[src/rtl/u_receiver_param_if.sv]
// rtl/u_receiver_param_if.sv - serial line in, received frame results out
interface u_receiver_param_if #(
   parameter int data_bits = 8
);
   logic                 serial_data;
   logic [data_bits-1:0] parallel_data;
   logic                 data_valid;
   logic                 parity_error;
   logic                 frame_error;
   logic                 active;

   // master drives the line and consumes frames; slave is the receiver
   modport master (
      output serial_data,
      input  parallel_data, data_valid, parity_error, frame_error, active
   );
   modport slave (
      input  serial_data,
      output parallel_data, data_valid, parity_error, frame_error, active
   );
endinterface

[src/rtl/u_receiver_param.sv]
// rtl/u_receiver_param.sv - parameterised UART receiver with mid-bit sampling
module u_receiver_param #(
   parameter int clocks_per_bit = 130,
   parameter int data_bits      = 8,
   parameter int parity_mode    = 0,
   parameter int stop_bits      = 1
) (
   input  logic               clk,
   input  logic               rst,
   u_receiver_param_if.slave  rx_if
);
   localparam int CW = $clog2(clocks_per_bit);
   localparam logic [CW-1:0] CNT_LAST = CW'(clocks_per_bit - 1);
   localparam logic [CW-1:0] CNT_HALF = CW'((clocks_per_bit - 1) / 2);
   localparam logic [3:0]    IDX_DATA_LAST = 4'(data_bits - 1);
   localparam logic [3:0]    IDX_STOP_LAST = 4'(stop_bits - 1);

   typedef enum logic [2:0] {
      S_IDLE, S_START, S_DATA, S_PARITY, S_STOP, S_WAIT_HIGH
   } state_t;

   state_t               state_q, state_d;
   logic [CW-1:0]        cnt_q, cnt_d;
   logic [3:0]           idx_q, idx_d;
   logic [1:0]           sync_q, sync_d;
   logic [data_bits-1:0] shift_q, shift_d;
   logic                 par_flag_q, par_flag_d;
   logic                 frm_flag_q, frm_flag_d;
   logic [data_bits-1:0] data_q, data_d;
   logic                 dv_q, dv_d;
   logic                 pe_q, pe_d;
   logic                 fe_q, fe_d;
   logic                 line;
   logic                 par_exp;

   assign line    = sync_q[1];
   // even parity bit is the XOR of the payload; odd parity inverts it
   assign par_exp = (^shift_q) ^ (parity_mode == 2);

   always_ff @(posedge clk) begin
      if (rst) begin
         state_q    <= S_IDLE;
         cnt_q      <= '0;
         idx_q      <= '0;
         sync_q     <= 2'b11;
         shift_q    <= '0;
         par_flag_q <= 1'b0;
         frm_flag_q <= 1'b0;
         data_q     <= '0;
         dv_q       <= 1'b0;
         pe_q       <= 1'b0;
         fe_q       <= 1'b0;
      end else begin
         state_q    <= state_d;
         cnt_q      <= cnt_d;
         idx_q      <= idx_d;
         sync_q     <= sync_d;
         shift_q    <= shift_d;
         par_flag_q <= par_flag_d;
         frm_flag_q <= frm_flag_d;
         data_q     <= data_d;
         dv_q       <= dv_d;
         pe_q       <= pe_d;
         fe_q       <= fe_d;
      end
   end

   always_comb begin
      state_d    = state_q;
      cnt_d      = cnt_q;
      idx_d      = idx_q;
      sync_d     = {sync_q[0], rx_if.serial_data};
      shift_d    = shift_q;
      par_flag_d = par_flag_q;
      frm_flag_d = frm_flag_q;
      data_d     = data_q;
      dv_d       = 1'b0;
      pe_d       = pe_q;
      fe_d       = fe_q;

      unique case (state_q)
         S_IDLE: begin
            idx_d      = '0;
            cnt_d      = '0;
            par_flag_d = 1'b0;
            frm_flag_d = 1'b0;
            if (!line) state_d = S_START;
         end
         S_START: begin
            if (cnt_q == CNT_HALF) begin
               cnt_d   = '0;
               idx_d   = '0;
               // a line that is high again at mid-start was only a glitch
               state_d = line ? S_IDLE : S_DATA;
            end else begin
               cnt_d = cnt_q + 1'b1;
            end
         end
         S_DATA: begin
            if (cnt_q == CNT_LAST) begin
               cnt_d   = '0;
               shift_d = {line, shift_q[data_bits-1:1]};
               if (idx_q == IDX_DATA_LAST) begin
                  idx_d   = '0;
                  state_d = (parity_mode != 0) ? S_PARITY : S_STOP;
               end else begin
                  idx_d = idx_q + 1'b1;
               end
            end else begin
               cnt_d = cnt_q + 1'b1;
            end
         end
         S_PARITY: begin
            if (cnt_q == CNT_LAST) begin
               cnt_d      = '0;
               idx_d      = '0;
               par_flag_d = par_flag_q | (line != par_exp);
               state_d    = S_STOP;
            end else begin
               cnt_d = cnt_q + 1'b1;
            end
         end
         S_STOP: begin
            if (cnt_q == CNT_LAST) begin
               cnt_d      = '0;
               frm_flag_d = frm_flag_q | !line;
               if (idx_q == IDX_STOP_LAST) begin
                  idx_d   = '0;
                  dv_d    = 1'b1;
                  data_d  = shift_q;
                  pe_d    = par_flag_d;
                  fe_d    = frm_flag_d;
                  // a low stop bit may be a break; wait for the line to recover
                  state_d = frm_flag_d ? S_WAIT_HIGH : S_IDLE;
               end else begin
                  idx_d = idx_q + 1'b1;
               end
            end else begin
               cnt_d = cnt_q + 1'b1;
            end
         end
         S_WAIT_HIGH: begin
            if (line) state_d = S_IDLE;
         end
         default: state_d = S_IDLE;
      endcase
   end

   assign rx_if.parallel_data = data_q;
   assign rx_if.data_valid    = dv_q;
   assign rx_if.parity_error  = pe_q;
   assign rx_if.frame_error   = fe_q;
   assign rx_if.active        = (state_q == S_START) || (state_q == S_DATA) ||
                                (state_q == S_PARITY) || (state_q == S_STOP);
endmodule
[src/flat_wrapper.sv]
// flat-port wrapper written by rule: the top's interface ports become plain ports
module u_receiver_param_flat 
#(
   parameter int clocks_per_bit = 130,
   parameter int data_bits      = 8,
   parameter int parity_mode    = 0,
   parameter int stop_bits      = 1
)
  (clk, rst, rx_if_serial_data, rx_if_parallel_data, rx_if_data_valid, rx_if_parity_error, rx_if_frame_error, rx_if_active);
  u_receiver_param_if #(.data_bits(data_bits)) rx_if_i ();
  input  logic clk;
  input  logic rst;
  input wire logic [$bits(rx_if_i.serial_data)-1:0] rx_if_serial_data;
  output wire logic [$bits(rx_if_i.parallel_data)-1:0] rx_if_parallel_data;
  output wire logic [$bits(rx_if_i.data_valid)-1:0] rx_if_data_valid;
  output wire logic [$bits(rx_if_i.parity_error)-1:0] rx_if_parity_error;
  output wire logic [$bits(rx_if_i.frame_error)-1:0] rx_if_frame_error;
  output wire logic [$bits(rx_if_i.active)-1:0] rx_if_active;
  assign rx_if_i.serial_data = rx_if_serial_data;
  assign rx_if_parallel_data = rx_if_i.parallel_data;
  assign rx_if_data_valid = rx_if_i.data_valid;
  assign rx_if_parity_error = rx_if_i.parity_error;
  assign rx_if_frame_error = rx_if_i.frame_error;
  assign rx_if_active = rx_if_i.active;
  u_receiver_param #(.clocks_per_bit(clocks_per_bit), .data_bits(data_bits), .parity_mode(parity_mode), .stop_bits(stop_bits)) u_core (.clk(clk), .rst(rst), .rx_if(rx_if_i));
endmodule
[config.mk]
export PLATFORM = sky130hd
export DESIGN_NAME = u_receiver_param_flat
export DESIGN_NICKNAME = d
export VERILOG_FILES = /design/src/rtl/u_receiver_param_if.sv /design/src/rtl/u_receiver_param.sv /design/src/flat_wrapper.sv
export SDC_FILE = /design/constraint.sdc
export NUM_CORES = 1
export LEC_CHECK = 0
export CAP_MARGIN = 20
export CELL_PAD_IN_SITES_DETAIL_PLACEMENT = 1
export CELL_PAD_IN_SITES_GLOBAL_PLACEMENT = 1
export CORE_MARGIN = 2
export CORE_UTILIZATION = 46
export CTS_CLUSTER_SIZE = 25
export DETAILED_ROUTE_END_ITERATION = 16
export MAX_ROUTING_LAYER = met4
export PLACE_DENSITY_LB_ADDON = 0.1
export RECOVER_POWER = 25
export SLEW_MARGIN = 20
export SYNTH_ARGS = -nofsm -noshare
export SYNTH_HDL_FRONTEND = slang
export SYNTH_SLANG_ARGS = --single-unit
[constraint.sdc]
create_clock -name clk -period 3.05 [get_ports clk]
set_input_delay 0.305 -clock clk [delete_from_list [all_inputs] [get_ports clk]]
set_output_delay 0.305 -clock clk [all_outputs]
set_load 0.1 [all_outputs]
After elaboration in Yosys (flattened, before gate mapping). Cells that the tools add are included.

Add/subtract/negate cells: 2. Equal/unequal tests: 17. Multiplexer cells: 26. Bitwise operators: 4. Reduce and logical (&&, ||, !) cells: 19.

Operators with widths (number): $mux 3 (9); $mux 4 (6); $pmux 8 s3 (1); $pmux 4 s5 (1); $pmux 3 s6 (1); $mux 8 (2); $ne 2x1->1 const B (7); $add 8x1->8 const B (1); $eq 8x7->1 const B (1); $eq 8x8->1 const B (1); $reduce_and 8->1 (1); $reduce_xor 8->1 (1); $eq 3x2->1 const B (2); $eq 3x3->1 const B (2); $reduce_and 2->1 (3); $reduce_or 3->1 (2); $reduce_and 5->1 (1); $reduce_bool 5->1 (1); $add 4x1->4 const B (1); $eq 4x3->1 const B (1); $logic_not 4->1 (1); $pmux 1 s2 (2); $reduce_bool 2->1 (2); $eq 3x1->1 const B (1); other kinds (11) (17).

Register bits after elaboration: 38. Bits of input ports: 3. Output and inout port bits: 12. Logic and storage cells: 79.

Longest topological paths before layout.
Depth after elaboration: 6. Gate-level depth with buffers: 8.

Worst setup path before layout. No wires, ideal clock.

Path type: reg-to-output. Start: reg u_core.state_q[1]. End: out rx_if_active. Data arrival time: 2.221 ns. Data required time: 2.745 ns. Slack: 0.524 ns. Cell stages (with the launch flop): 4. Buffers on the path: 1. Path through: dfxtp_1 > clkbuf_1 > nor2_2 > xnor2_1.

Cells in the longest elaborated chain, start to end: 4.

Ends and longest elaborated chain: start: declaration (RTL line u_receiver_param.sv:22) `state_t state_q, state_d;`; start signal: assignment (RTL line u_receiver_param.sv:54) `state_q <= state_d;`; $eq 3x1->1 or $eq 3x2->1 (tied branches) (RTL line u_receiver_param.sv:153) `assign rx_if.active = (state_q == S_START) || (state_q == S_DATA) ||`; $logic_or 1x1->1 (2 in series) (RTL line u_receiver_param.sv:153); $logic_or 1x1->1 * (RTL line u_receiver_param.sv:154) `(state_q == S_PARITY) || (state_q == S_STOP);`; end: declaration (RTL line flat_wrapper.sv:18) `output wire logic [$bits(rx_if_i.active)-1:0] rx_if_active;`.

Every way passes the cells marked *; elsewhere a longest branch is shown, timed or not.

Final worst setup path.
Start: reg u_core.state_q[0]. End: out rx_if_active.

Same word-level chain as after synthesis.

==> results.json <==
{
  "dp_hpwl_mm": 3.36,
  "drt_iter0_drc": 64,
  "hold_path_depth": 1,
  "synthToLayoutAreaGrowth_pct": 14.7,
  "dpl_cell_area_mm2": 0.00203,
  "diodes": 0,
  "cp.required_ps": 2740,
  "r2r-end": "u_core.idx_q[2]$_SDFFE_PP0P_",
  "synthCells": 223,
  "final_cell_mix": "nand2_1, dfxtp_1, a21oi_1, nor2_1",
  "wl_per_cell_um": 17.0,
  "clock-root-buffer": "clkbuf_8",
  "cts_buffer_depth": 2,
  "min_path_type": "register to register",
  "rrSetupSlack_ps": 590,
  "grtUsageTotal_pct": 24.5,
  "finish.net_count": 244,
  "power.density_mw_per_mm2": 542,
  "grt_pass1_wl_mm": 7.91,
  "cts_tree": "done",
  "syn_area_mm2": 0.00186,
  "maxCapViolCount": 0,
  "period_needed_ps": 2510,
  "ys.flop_type": "dfxtp_1",
  "yosysWarnings": 0,
  "antenna_found_initial": 0,
  "cp_max_fo": 15,
  "rows": 23,
  "cp_top_family": "buffers and inverters",
  "setup_tns_ps": 0,
  "leakage_nw": 0.767,
  "hold_violations": 0,
  "syn_area_per_cell_um2": 8.36,
  "first_pass_iters": 4,
  "hold_buffers": 0,
  "clkLatencyLatePin_ps": 300,
  "final-setup-viol-count": 0,
  "detail-route-antenna-nets": 0,
  "wirelength_mm": 4.89,
  "fmax_mhz": 399,
  "vdd_drop_max_mv": 0.340,
  "critPathLaunchType": "register",
  "rr_startpoint": "u_core.cnt_q[2]$_SDFFE_PP0P_",
  "hold_end": "u_core.sync_q[1]$_SDFF_PP1_",
  "clk_pin_slew_ps": 70,
  "die_width_um": 67.7,
  "ios": 15,
  "fin_skew_ps": 10.3,
  "grt_overflow": 0,
  "period_share_pct": 82.3,
  "grt_max_degree": 27,
  "final_common_cell": "nand2_1",
  "die_height_um": 67.7,
  "ys_async_sr_fraction_pct": 0,
  "final_area_mm2": 0.00214,
  "crit_slowest_cell": "clkbuf_1",
  "gp_congestion": 0.918,
  "crit_arrival_ps": 2200,
  "core_mm2": 0.00394,
  "vias": 1631,
  "cts_setup_buffers": 0,
  "numCtsBuffers": 5,
  "relSlewSlack_pct": 23.0,
  "synth_edf_count": 0,
  "critical_path_buf_inv_count": 1,
  "ys_types": 47,
  "tightest_slew_ps": 1160,
  "syn-num-nets": 231,
  "drc": 0,
  "start_util_pct": 47.3,
  "ff2ff_path_depth": 5,
  "hp-start": "u_core.sync_q[0]$_SDFF_PP1_",
  "port_buffers": 14,
  "cpPeakStageDelay_ps": 880,
  "outcome": "complete, no violations",
  "layout-drive-gt1-share_pct": 7.17,
  "setup.worst_path.class": "register to output port",
  "synth_top_area_share_pct": 40.8,
  "seq_area_frac_synth_pct": 40.8,
  "htree_num_levels": 2,
  "dieArea_mm2": 0.00458,
  "synth.area.top_cells": "dfxtp_1, a21oi_1, nand2_1",
  "via_per_inst": 5.68,
  "ys_seq_elements": 38,
  "cp-end-kind": "output port",
  "cts-resized-gates": 0,
  "rsz0062_at_grt": "false",
  "cts_num_sinks": 38,
  "cp_cell_sequence": "nor2_2 -> xnor2_1 -> clkbuf_1",
  "first_global_vias": 1667,
  "maxSlewViolCount": 0,
  "synth_top_area_cell": "dfxtp_1"
}
-- kinds of logic (layout without fill, tap and decap cells) --
group	after synthesis	count (layout)	share of synthesized area, %
xor gates and xnor gates	8	8	4.50
DFF	38	38	40.8
and+or+nand+nor	93	93	26.0
buffers and inverters	17	31	3.89
AOI/OAI and AO/OA	61	61	20.9
muxes	1	1	0.537
adders and majority gates	5	5	3.36
-- layout make-up --
cell class | instances | area (um2)
Fill cell | 482 | 1800
Multi-Input combinational cell | 168 | 1010
Sequential cell | 38 | 761
Timing Repair Buffer | 15 | 141
Clock buffer | 5 | 68.8
Clock inverter | 3 | 68.8
Tap cell | 50 | 62.6
Inverter | 8 | 30.0
-- cells in the mapped netlist, types with 3 or more instances --
cell type,n
clkbuf_1,7
or4_1,3
o21a_1,3
a21oi_1,33
nor2_1,11
or2_2,3
inv_1,8
xnor2_1,6
dfxtp_1,38
ha_1,5
nand2_1,41
nand3b_1,4
o21ai_1,4
and3_1,4
nand3_1,6
nand2b_1,6
a21o_1,4
-- per-layer routing --
metal | up-vias | wire length, um | GRT usage, %
li1 | 803 | - | -
met3 | 8 | 178 | 5.67
met4 | 0 | 96 | 9.69
met5 | - | 0 | -
met1 | 788 | 2110 | 28.5
met2 | 32 | 2510 | 40.7
-- report_power, final --
part	switching (mW)	internal (mW)	leakage, nW	total [mW]
clock	0.188	0.328	0.0683	0.516
combinational	0.0815	0.0405	0.392	0.122
sequential	0.0187	0.503	0.307	0.522
total	0.288	0.872	0.767	1.16
-- through the flow --
step / utilization, % / cells / power, mW / setup WS (ps) / hold WS (ps)
after floorplan: - / 223 / 0.628 / 524 / 389
after CTS: 55.0 / 287 / 1.17 / 786 / 419
after detailed placement: 51.5 / 279 / 0.660 / 855 / 402
after global routing: 54.2 / 287 / 1.20 / 419 / 443
after global placement: 51.5 / 279 / 0.653 / 947 / 404
final: 54.2 / 287 / 1.16 / 541 / 418
-- registers in the layout (all words and copies together), names as in the netlist --
register,flops
u_core.rx_if.parallel_data,8
u_core.rx_if.data_valid,1
u_core.rx_if.frame_error,1
u_core.par_flag_q,1
u_core.shift_q,8
u_core.idx_q,4
u_core.cnt_q,8
u_core.rx_if.parity_error,1
u_core.frm_flag_q,1
u_core.state_q,3
u_core.sync_q,2
-- worst max-delay path by stage --
stage	to	cells after the start	slack, ps	startpoint
2_1_floorplan	rx_if_active	3	520	u_core.state_q[1]$_SDFFE_PP0P_
3_3_place_gp	u_core.idx_q[2]$_SDFFE_PP0P_	5	950	u_core.cnt_q[2]$_SDFFE_PP0P_
3_5_place_dp	u_core.state_q[2]$_SDFFE_PP0P_	5	860	u_core.cnt_q[2]$_SDFFE_PP0P_
4_1_cts	u_core.state_q[2]$_SDFFE_PP0P_	5	790	u_core.cnt_q[2]$_SDFFE_PP0P_
5_1_grt	rx_if_active	3	420	u_core.state_q[0]$_SDFFE_PP0P_
6_report	rx_if_active	3	540	u_core.state_q[0]$_SDFFE_PP0P_
No activity file was read; power rests on OpenSTA's default activity.
